File: src/rtl/mem_arbiter.sv
// mem_arbiter: shares one memory port between an instruction-fetch requester
// and a load/store requester. Data wins collisions until a waiting fetch has
// been passed over STARVE_LIMIT times; a fetch can be cancelled by a flush,
// in which case its memory response is swallowed without a ready pulse.
module mem_arbiter #(
    parameter int unsigned STARVE_LIMIT = 4
) (
    input  logic        clk,
    input  logic        reset,
    input  logic        cpu_en,
    input  logic        fetch_req,
    input  logic [31:0] fetch_addr,
    input  logic        fetch_flush,
    output logic        fetch_ready,
    output logic [31:0] fetch_rdata,
    input  logic        data_req,
    input  logic        data_we,
    input  logic [31:0] data_addr,
    input  logic [31:0] data_wdata,
    input  logic [3:0]  data_wstrb,
    output logic        data_ready,
    output logic [31:0] data_rdata,
    output logic        mem_req,
    output logic        mem_we,
    output logic [31:0] mem_addr,
    output logic [31:0] mem_wdata,
    output logic [3:0]  mem_wstrb,
    input  logic        mem_ack,
    input  logic [31:0] mem_rdata
);

    // Counter wide enough to hold STARVE_LIMIT itself (saturation value).
    localparam int unsigned CNT_W = (STARVE_LIMIT < 1) ? 1 : $clog2(STARVE_LIMIT + 1);
    localparam logic [CNT_W-1:0] CNT_LIMIT = CNT_W'(STARVE_LIMIT);
    localparam logic [CNT_W-1:0] CNT_ONE   = CNT_W'(1);
    localparam logic [CNT_W-1:0] CNT_ZERO  = CNT_W'(0);

    typedef enum logic [1:0] {
        ST_IDLE  = 2'd0,
        ST_FETCH = 2'd1,
        ST_DATA  = 2'd2
    } state_e;

    state_e            state_q, state_d;
    logic              mem_req_q, mem_req_d;
    logic              mem_we_q, mem_we_d;
    logic [31:0]       mem_addr_q, mem_addr_d;
    logic [31:0]       mem_wdata_q, mem_wdata_d;
    logic [3:0]        mem_wstrb_q, mem_wstrb_d;
    logic [CNT_W-1:0]  starve_cnt_q, starve_cnt_d;
    logic              drop_q, drop_d;

    logic              grant_data_s;
    logic              grant_fetch_s;
    logic [CNT_W-1:0]  starve_inc_s;

    // Grant decision: data first unless a waiting fetch has been starved long enough.
    always_comb begin
        grant_data_s  = 1'b0;
        grant_fetch_s = 1'b0;
        if ((state_q == ST_IDLE) && cpu_en) begin
            grant_data_s  = data_req && (!fetch_req || (starve_cnt_q < CNT_LIMIT));
            grant_fetch_s = !grant_data_s && fetch_req && !fetch_flush;
        end else begin
            grant_data_s  = 1'b0;
            grant_fetch_s = 1'b0;
        end
        if (starve_cnt_q == CNT_LIMIT) begin
            starve_inc_s = starve_cnt_q;
        end else begin
            starve_inc_s = starve_cnt_q + CNT_ONE;
        end
    end

    // Next-state logic: FSM transitions, request latching, starvation and drop tracking.
    always_comb begin
        state_d      = state_q;
        mem_req_d    = mem_req_q;
        mem_we_d     = mem_we_q;
        mem_addr_d   = mem_addr_q;
        mem_wdata_d  = mem_wdata_q;
        mem_wstrb_d  = mem_wstrb_q;
        starve_cnt_d = starve_cnt_q;
        drop_d       = drop_q;
        case (state_q)
            ST_IDLE: begin
                drop_d = 1'b0;
                if (grant_data_s) begin
                    state_d     = ST_DATA;
                    mem_req_d   = 1'b1;
                    mem_we_d    = data_we;
                    mem_addr_d  = data_addr;
                    mem_wdata_d = data_wdata;
                    mem_wstrb_d = data_wstrb;
                    if (fetch_req) begin
                        starve_cnt_d = starve_inc_s;
                    end else begin
                        starve_cnt_d = CNT_ZERO;
                    end
                end else if (grant_fetch_s) begin
                    state_d      = ST_FETCH;
                    mem_req_d    = 1'b1;
                    mem_we_d     = 1'b0;
                    mem_addr_d   = fetch_addr;
                    mem_wdata_d  = 32'h0000_0000;
                    mem_wstrb_d  = 4'h0;
                    starve_cnt_d = CNT_ZERO;
                end else if (!fetch_req) begin
                    starve_cnt_d = CNT_ZERO;
                end else begin
                    starve_cnt_d = starve_cnt_q;
                end
            end
            ST_FETCH: begin
                if (mem_ack) begin
                    state_d   = ST_IDLE;
                    mem_req_d = 1'b0;
                    drop_d    = 1'b0;
                end else if (fetch_flush) begin
                    drop_d = 1'b1;
                end else begin
                    drop_d = drop_q;
                end
            end
            ST_DATA: begin
                if (mem_ack) begin
                    state_d   = ST_IDLE;
                    mem_req_d = 1'b0;
                end else begin
                    state_d = ST_DATA;
                end
            end
            default: begin
                state_d   = ST_IDLE;
                mem_req_d = 1'b0;
                drop_d    = 1'b0;
            end
        endcase
    end

    // State and memory-side registers; reset abandons any in-flight transaction.
    always_ff @(posedge clk or negedge reset) begin
        if (!reset) begin
            state_q      <= ST_IDLE;
            mem_req_q    <= 1'b0;
            mem_we_q     <= 1'b0;
            mem_addr_q   <= 32'h0000_0000;
            mem_wdata_q  <= 32'h0000_0000;
            mem_wstrb_q  <= 4'h0;
            starve_cnt_q <= CNT_ZERO;
            drop_q       <= 1'b0;
        end else begin
            state_q      <= state_d;
            mem_req_q    <= mem_req_d;
            mem_we_q     <= mem_we_d;
            mem_addr_q   <= mem_addr_d;
            mem_wdata_q  <= mem_wdata_d;
            mem_wstrb_q  <= mem_wstrb_d;
            starve_cnt_q <= starve_cnt_d;
            drop_q       <= drop_d;
        end
    end

    assign mem_req   = mem_req_q;
    assign mem_we    = mem_we_q;
    assign mem_addr  = mem_addr_q;
    assign mem_wdata = mem_wdata_q;
    assign mem_wstrb = mem_wstrb_q;

    // Completion pulses come straight from the memory ack so a same-cycle ack costs no latency.
    assign data_ready  = (state_q == ST_DATA) && mem_ack;
    assign data_rdata  = mem_rdata;
    assign fetch_ready = (state_q == ST_FETCH) && mem_ack && !drop_q && !fetch_flush;
    assign fetch_rdata = mem_rdata;

endmodule

File: config.mk
export PLATFORM = sky130hd
export DESIGN_NAME = mem_arbiter
export DESIGN_NICKNAME = d
export VERILOG_FILES = /design/src/rtl/mem_arbiter.sv
export SDC_FILE = /design/constraint.sdc
export NUM_CORES = 1
export LEC_CHECK = 0
export CAP_MARGIN = 25
export CORE_MARGIN = 10
export CORE_UTILIZATION = 39
export CTS_BUF_LIST = sky130_fd_sc_hd__clkbuf_16
export CTS_CLUSTER_SIZE = 28
export DETAILED_ROUTE_END_ITERATION = 10
export MAX_ROUTING_LAYER = met4
export PLACE_DENSITY_LB_ADDON = 0.1
export SYNTH_ARGS = -nofsm -noshare
export SYNTH_HDL_FRONTEND = slang
export SYNTH_SLANG_ARGS = --single-unit
File: constraint.sdc
create_clock -name clk -period 4.3 [get_ports clk]
set_input_delay 0.86 -clock clk [delete_from_list [all_inputs] [get_ports clk]]
set_output_delay 0.86 -clock clk [all_outputs]
set_load 0.01 [all_outputs]
==> report_table.html <==
<table>
<tr><th>Metric</th><th>Value</th></tr>
<tr><th colspan="2">Drt</th></tr>
<tr><td>Vias</td><td>3,176</td></tr>
<tr><td>Drt first pass iters</td><td>4</td></tr>
<tr><td>Routed WL</td><td>12,700 µm</td></tr>
<tr><td>Number of DRC markers after the initial detailed-route iteration</td><td>201</td></tr>
<tr><td>Via count normalized by instance count</td><td>5.11</td></tr>
<tr><td>Number of antenna-violating nets in the routed design</td><td>0</td></tr>
<tr><td>Post-route DRC violation count</td><td>0</td></tr>
<tr><td>Post-DR wirelength/cell</td><td>20.3 µm</td></tr>
<tr><th colspan="2">Layout</th></tr>
<tr><td>Net total in the final layout</td><td>629</td></tr>
<tr><td>Diode insertion count for antenna repair</td><td>0</td></tr>
<tr><td>Commonest cells after routing, fill and taps aside</td><td>178 x clkdlybuf4s50_1, 76 x dfrtp_1, 38 x inv_1</td></tr>
<tr><td>Number of filler instances in the final layout</td><td>869</td></tr>
<tr><td>Layout overhead on the synthesized area</td><td>41.3%</td></tr>
<tr><td>Share of cells above drive strength 1</td><td>0.0900</td></tr>
<tr><td>Final non-filler cell total</td><td>622</td></tr>
<tr><td>Finished Core Util</td><td>0.572</td></tr>
<tr><td>Most frequent standard cell in the layout excluding fill and tap cells</td><td>clkdlybuf4s50_1</td></tr>
<tr><th colspan="2">Synthesis</th></tr>
<tr><td>Total of warnings raised by yosys</td><td>0</td></tr>
<tr><td>Post-synthesis cell type count</td><td>36</td></tr>
<tr><td>Part of the Yosys area used for sequential elements</td><td>0.474</td></tr>
<tr><td>Flop and latch count out of synthesis</td><td>76</td></tr>
<tr><td>Combined area of all synthesized cells</td><td>4010 µm²</td></tr>
<tr><td>Total nets after synthesis</td><td>523</td></tr>
<tr><td>Synthesized area per cell</td><td>10.6 µm²</td></tr>
<tr><td>Number of standard cells after synthesis</td><td>378</td></tr>
<tr><th colspan="2">GRT</th></tr>
<tr><td>Vias in the first global route</td><td>3,343</td></tr>
<tr><td>Aggregate global-route resource usage</td><td>0.173</td></tr>
<tr><td>Initial antenna violation count</td><td>0</td></tr>
<tr><td>Global-route wire length before repair</td><td>19,400 µm</td></tr>
<tr><td>Largest net degree at the start of global routing</td><td>77</td></tr>
<tr><td>Overflow after GRT</td><td>0</td></tr>
<tr><th colspan="2">Clock network</th></tr>
<tr><td>Resized Gates After CTS</td><td>0</td></tr>
<tr><td>Number of hold buffers added after cts</td><td>0</td></tr>
<tr><td>CTS Buffer Depth</td><td>2</td></tr>
<tr><td>Setup Fix Bufs, Post-CTS</td><td>0</td></tr>
<tr><td>TritonCTS clock tree</td><td>done</td></tr>
<tr><td>CTS HTree Levels</td><td>3</td></tr>
<tr><td>CTS root buf</td><td>clkbuf_16</td></tr>
<tr><td>Number of buffers inserted during clock tree synthesis</td><td>9</td></tr>
<tr><td>Clk Latency, worst-skew pair</td><td>0.33 ns</td></tr>
<tr><td>Clock slew seen by the registers of the worst setup and hold paths</td><td>0.06 ns</td></tr>
<tr><td>CTS sink count</td><td>76</td></tr>
<tr><th colspan="2">Placement</th></tr>
<tr><td>Final weighted congestion of routability-driven global placement</td><td>0.761</td></tr>
<tr><td>Pre-CTS WS</td><td>1.29 ns</td></tr>
<tr><td>Total instance count after detailed placement</td><td>605</td></tr>
<tr><td>Sum of net half-perimeters after detailed placement</td><td>9000 µm</td></tr>
<tr><td>Number of I/O port buffers</td><td>179</td></tr>
<tr><th colspan="2">Timing</th></tr>
<tr><td>Unrepaired setup endpoints after global routing</td><td>false</td></tr>
<tr><td>Crit share post-route</td><td>0.705</td></tr>
<tr><td>Post-Route Setup TNS</td><td>0 ns</td></tr>
<tr><td>Clk_skew</td><td>0.00752 ns</td></tr>
<tr><td>Number of hold-slack violations in the final timing report</td><td>0</td></tr>
<tr><td>Minimum clock period</td><td>3.03 ns</td></tr>
<tr><td>Worst path setup slack after routing</td><td>1.27 ns</td></tr>
<tr><td>Tightest slew margin relative to the limit</td><td>0.394</td></tr>
<tr><td>Worst slew pin tran</td><td>0.910 ns</td></tr>
<tr><td># setup viols final</td><td>0</td></tr>
<tr><td>Number of pins exceeding their max-slew limit in the final report</td><td>0</td></tr>
<tr><td>Fmax</td><td>330 MHz</td></tr>
<tr><th colspan="2">Worst setup path</th></tr>
<tr><td>Crit path kind</td><td>in -&gt; out</td></tr>
<tr><td>Category of the worst setup path capture point</td><td>output pin</td></tr>
<tr><td>Critical Path Source Type</td><td>input pin</td></tr>
<tr><td>Arr. time, crit path</td><td>2.17 ns</td></tr>
<tr><td>Data required, critical path</td><td>3.44 ns</td></tr>
<tr><td>Largest fanout of any net on the critical path</td><td>5</td></tr>
<tr><th colspan="2">Outcome</th></tr>
<tr><td>Status</td><td>finished clean</td></tr>
<tr><th colspan="2">Die</th></tr>
<tr><td>Die H</td><td>121 µm</td></tr>
<tr><td>Initial core utilization</td><td>0.405</td></tr>
<tr><td>Floorplan die width</td><td>121 µm</td></tr>
<tr><td>Number of standard-cell rows in the floorplan</td><td>36</td></tr>
<tr><td>Die footprint</td><td>14,700 µm²</td></tr>
<tr><td>Count of boundary I/O pins</td><td>276</td></tr>
<tr><td>Core Footprint</td><td>9910 µm²</td></tr>
<tr><th colspan="2">Power</th></tr>
<tr><td>Cell leakage power</td><td>2.37 nW</td></tr>
<tr><td>Largest voltage drop on the vdd net</td><td>251 µV</td></tr>
<tr><td>Cell Pwr Density</td><td>630 nW/µm²</td></tr>
<tr><th colspan="2">Flow run</th></tr>
<tr><td># Max-Cap Violations</td><td>0</td></tr>
<tr><th colspan="2">Worst hold path</th></tr>
<tr><td>Hold crit path type</td><td>in -&gt; async</td></tr>
</table>
[power breakdown]
group / internal (mW) / switching, mW
Clock: 0.392 / 0.306
Sequential: 1.05 / 0.174
Combinational: 0.960 / 0.689
Total: 2.40 / 1.17
[metrics by stage]
stage / power, mW / cell area [µm²] / hold slack [ns]
floorplan: 2.05 / 4010 / 0.492
global placement: 2.87 / 5340 / 0.482
detailed placement: 2.90 / 5360 / 0.481
CTS: 3.63 / 5640 / 0.501
global route: 3.80 / 5670 / 0.329
finish: 3.57 / 5670 / 0.340
[layer usage]
metal / global-route usage / share of wire
met2: 0.260 / 0.48
met5: - / 0
met3: 0.0451 / 0.071
met1: 0.214 / 0.43
met4: 0.0723 / 0.020
[registers in the layout, summed over array words and instances (netlist names)]
register and flops:
drop_q 1, mem_addr 32, mem_req 1, mem_wstrb 4
mem_we 1, state_q 2, mem_wdata 32, starve_cnt_q 3
[cells in the mapped netlist]
library cell,count,share of area
o221a_2,1,0.0028
o21ai_1,1,0.0012
buf_4,66,0.12
and2_1,1,0.0016
a22o_1,37,0.081
o32ai_1,2,0.0044
buf_2,11,0.014
o2bb2ai_1,1,0.0022
o221ai_2,16,0.060
dfrtp_1,76,0.47
nand3_1,34,0.042
nor2_4,1,0.0028
mux2i_1,2,0.0050
nand3b_1,1,0.0019
nor3_1,1,0.0012
o221ai_1,14,0.031
clkbuf_1,3,0.0028
and2b_1,1,0.0019
nor2b_1,2,0.0031
and4b_1,1,0.0025
o21bai_2,1,0.0028
inv_1,38,0.036
nand4_1,1,0.0016
o21ai_0,4,0.0050
ha_1,5,0.016
and2_2,1,0.0019
o31ai_1,1,0.0019
nand2_1,33,0.031
o21ba_2,1,0.0025
nor2_1,1,0.00093
o2111ai_1,1,0.0022
a21boi_1,1,0.0019
and3_1,1,0.0016
a21oi_1,5,0.0062
buf_6,10,0.028
nand2b_1,2,0.0031
[critical path, stage by stage]
cell	delay, ns
clkdlybuf4s50_1	0.53
nand2_1	0.07
nor3_1	0.14
clkdlybuf4s50_1	0.57
[logic make-up after synthesis]
family,share of synthesized area
and+or+nand+nor,0.0973
buffers and inverters,0.204
adders and majority gates,0.0156
AOI/OAI and AO/OA,0.204
DFF,0.474
muxes,0.00499
[worst paths after layout]
path                               start            end  slack, ns  cells past startpoint
hold / removal                     reset   mem_addr[11]       0.34                      1
max in group asynchronous          reset   mem_wstrb[0]       3.39                      2
setup / recovery                 mem_ack    fetch_ready       1.27                      4
hold reg to reg            mem_wdata[14]  mem_wdata[14]       0.50                      1
min in group clk           mem_wdata[14]  mem_wdata[14]       0.50                      1
setup reg to reg              state_q[1]    mem_addr[6]       2.11                      5
[cell type report]
class | instances | area (µm²) | area share
clock buffer | 9 | 225 | 0.0397
clock inverter | 7 | 51.3 | 0.00905
inverter | 38 | 143 | 0.0252
multi-input combinational | 174 | 1290 | 0.228
sequential | 76 | 1900 | 0.336
tap | 133 | 166 | 0.0294
timing repair buffer | 185 | 1890 | 0.333
(Power assumes the default switching activity.)
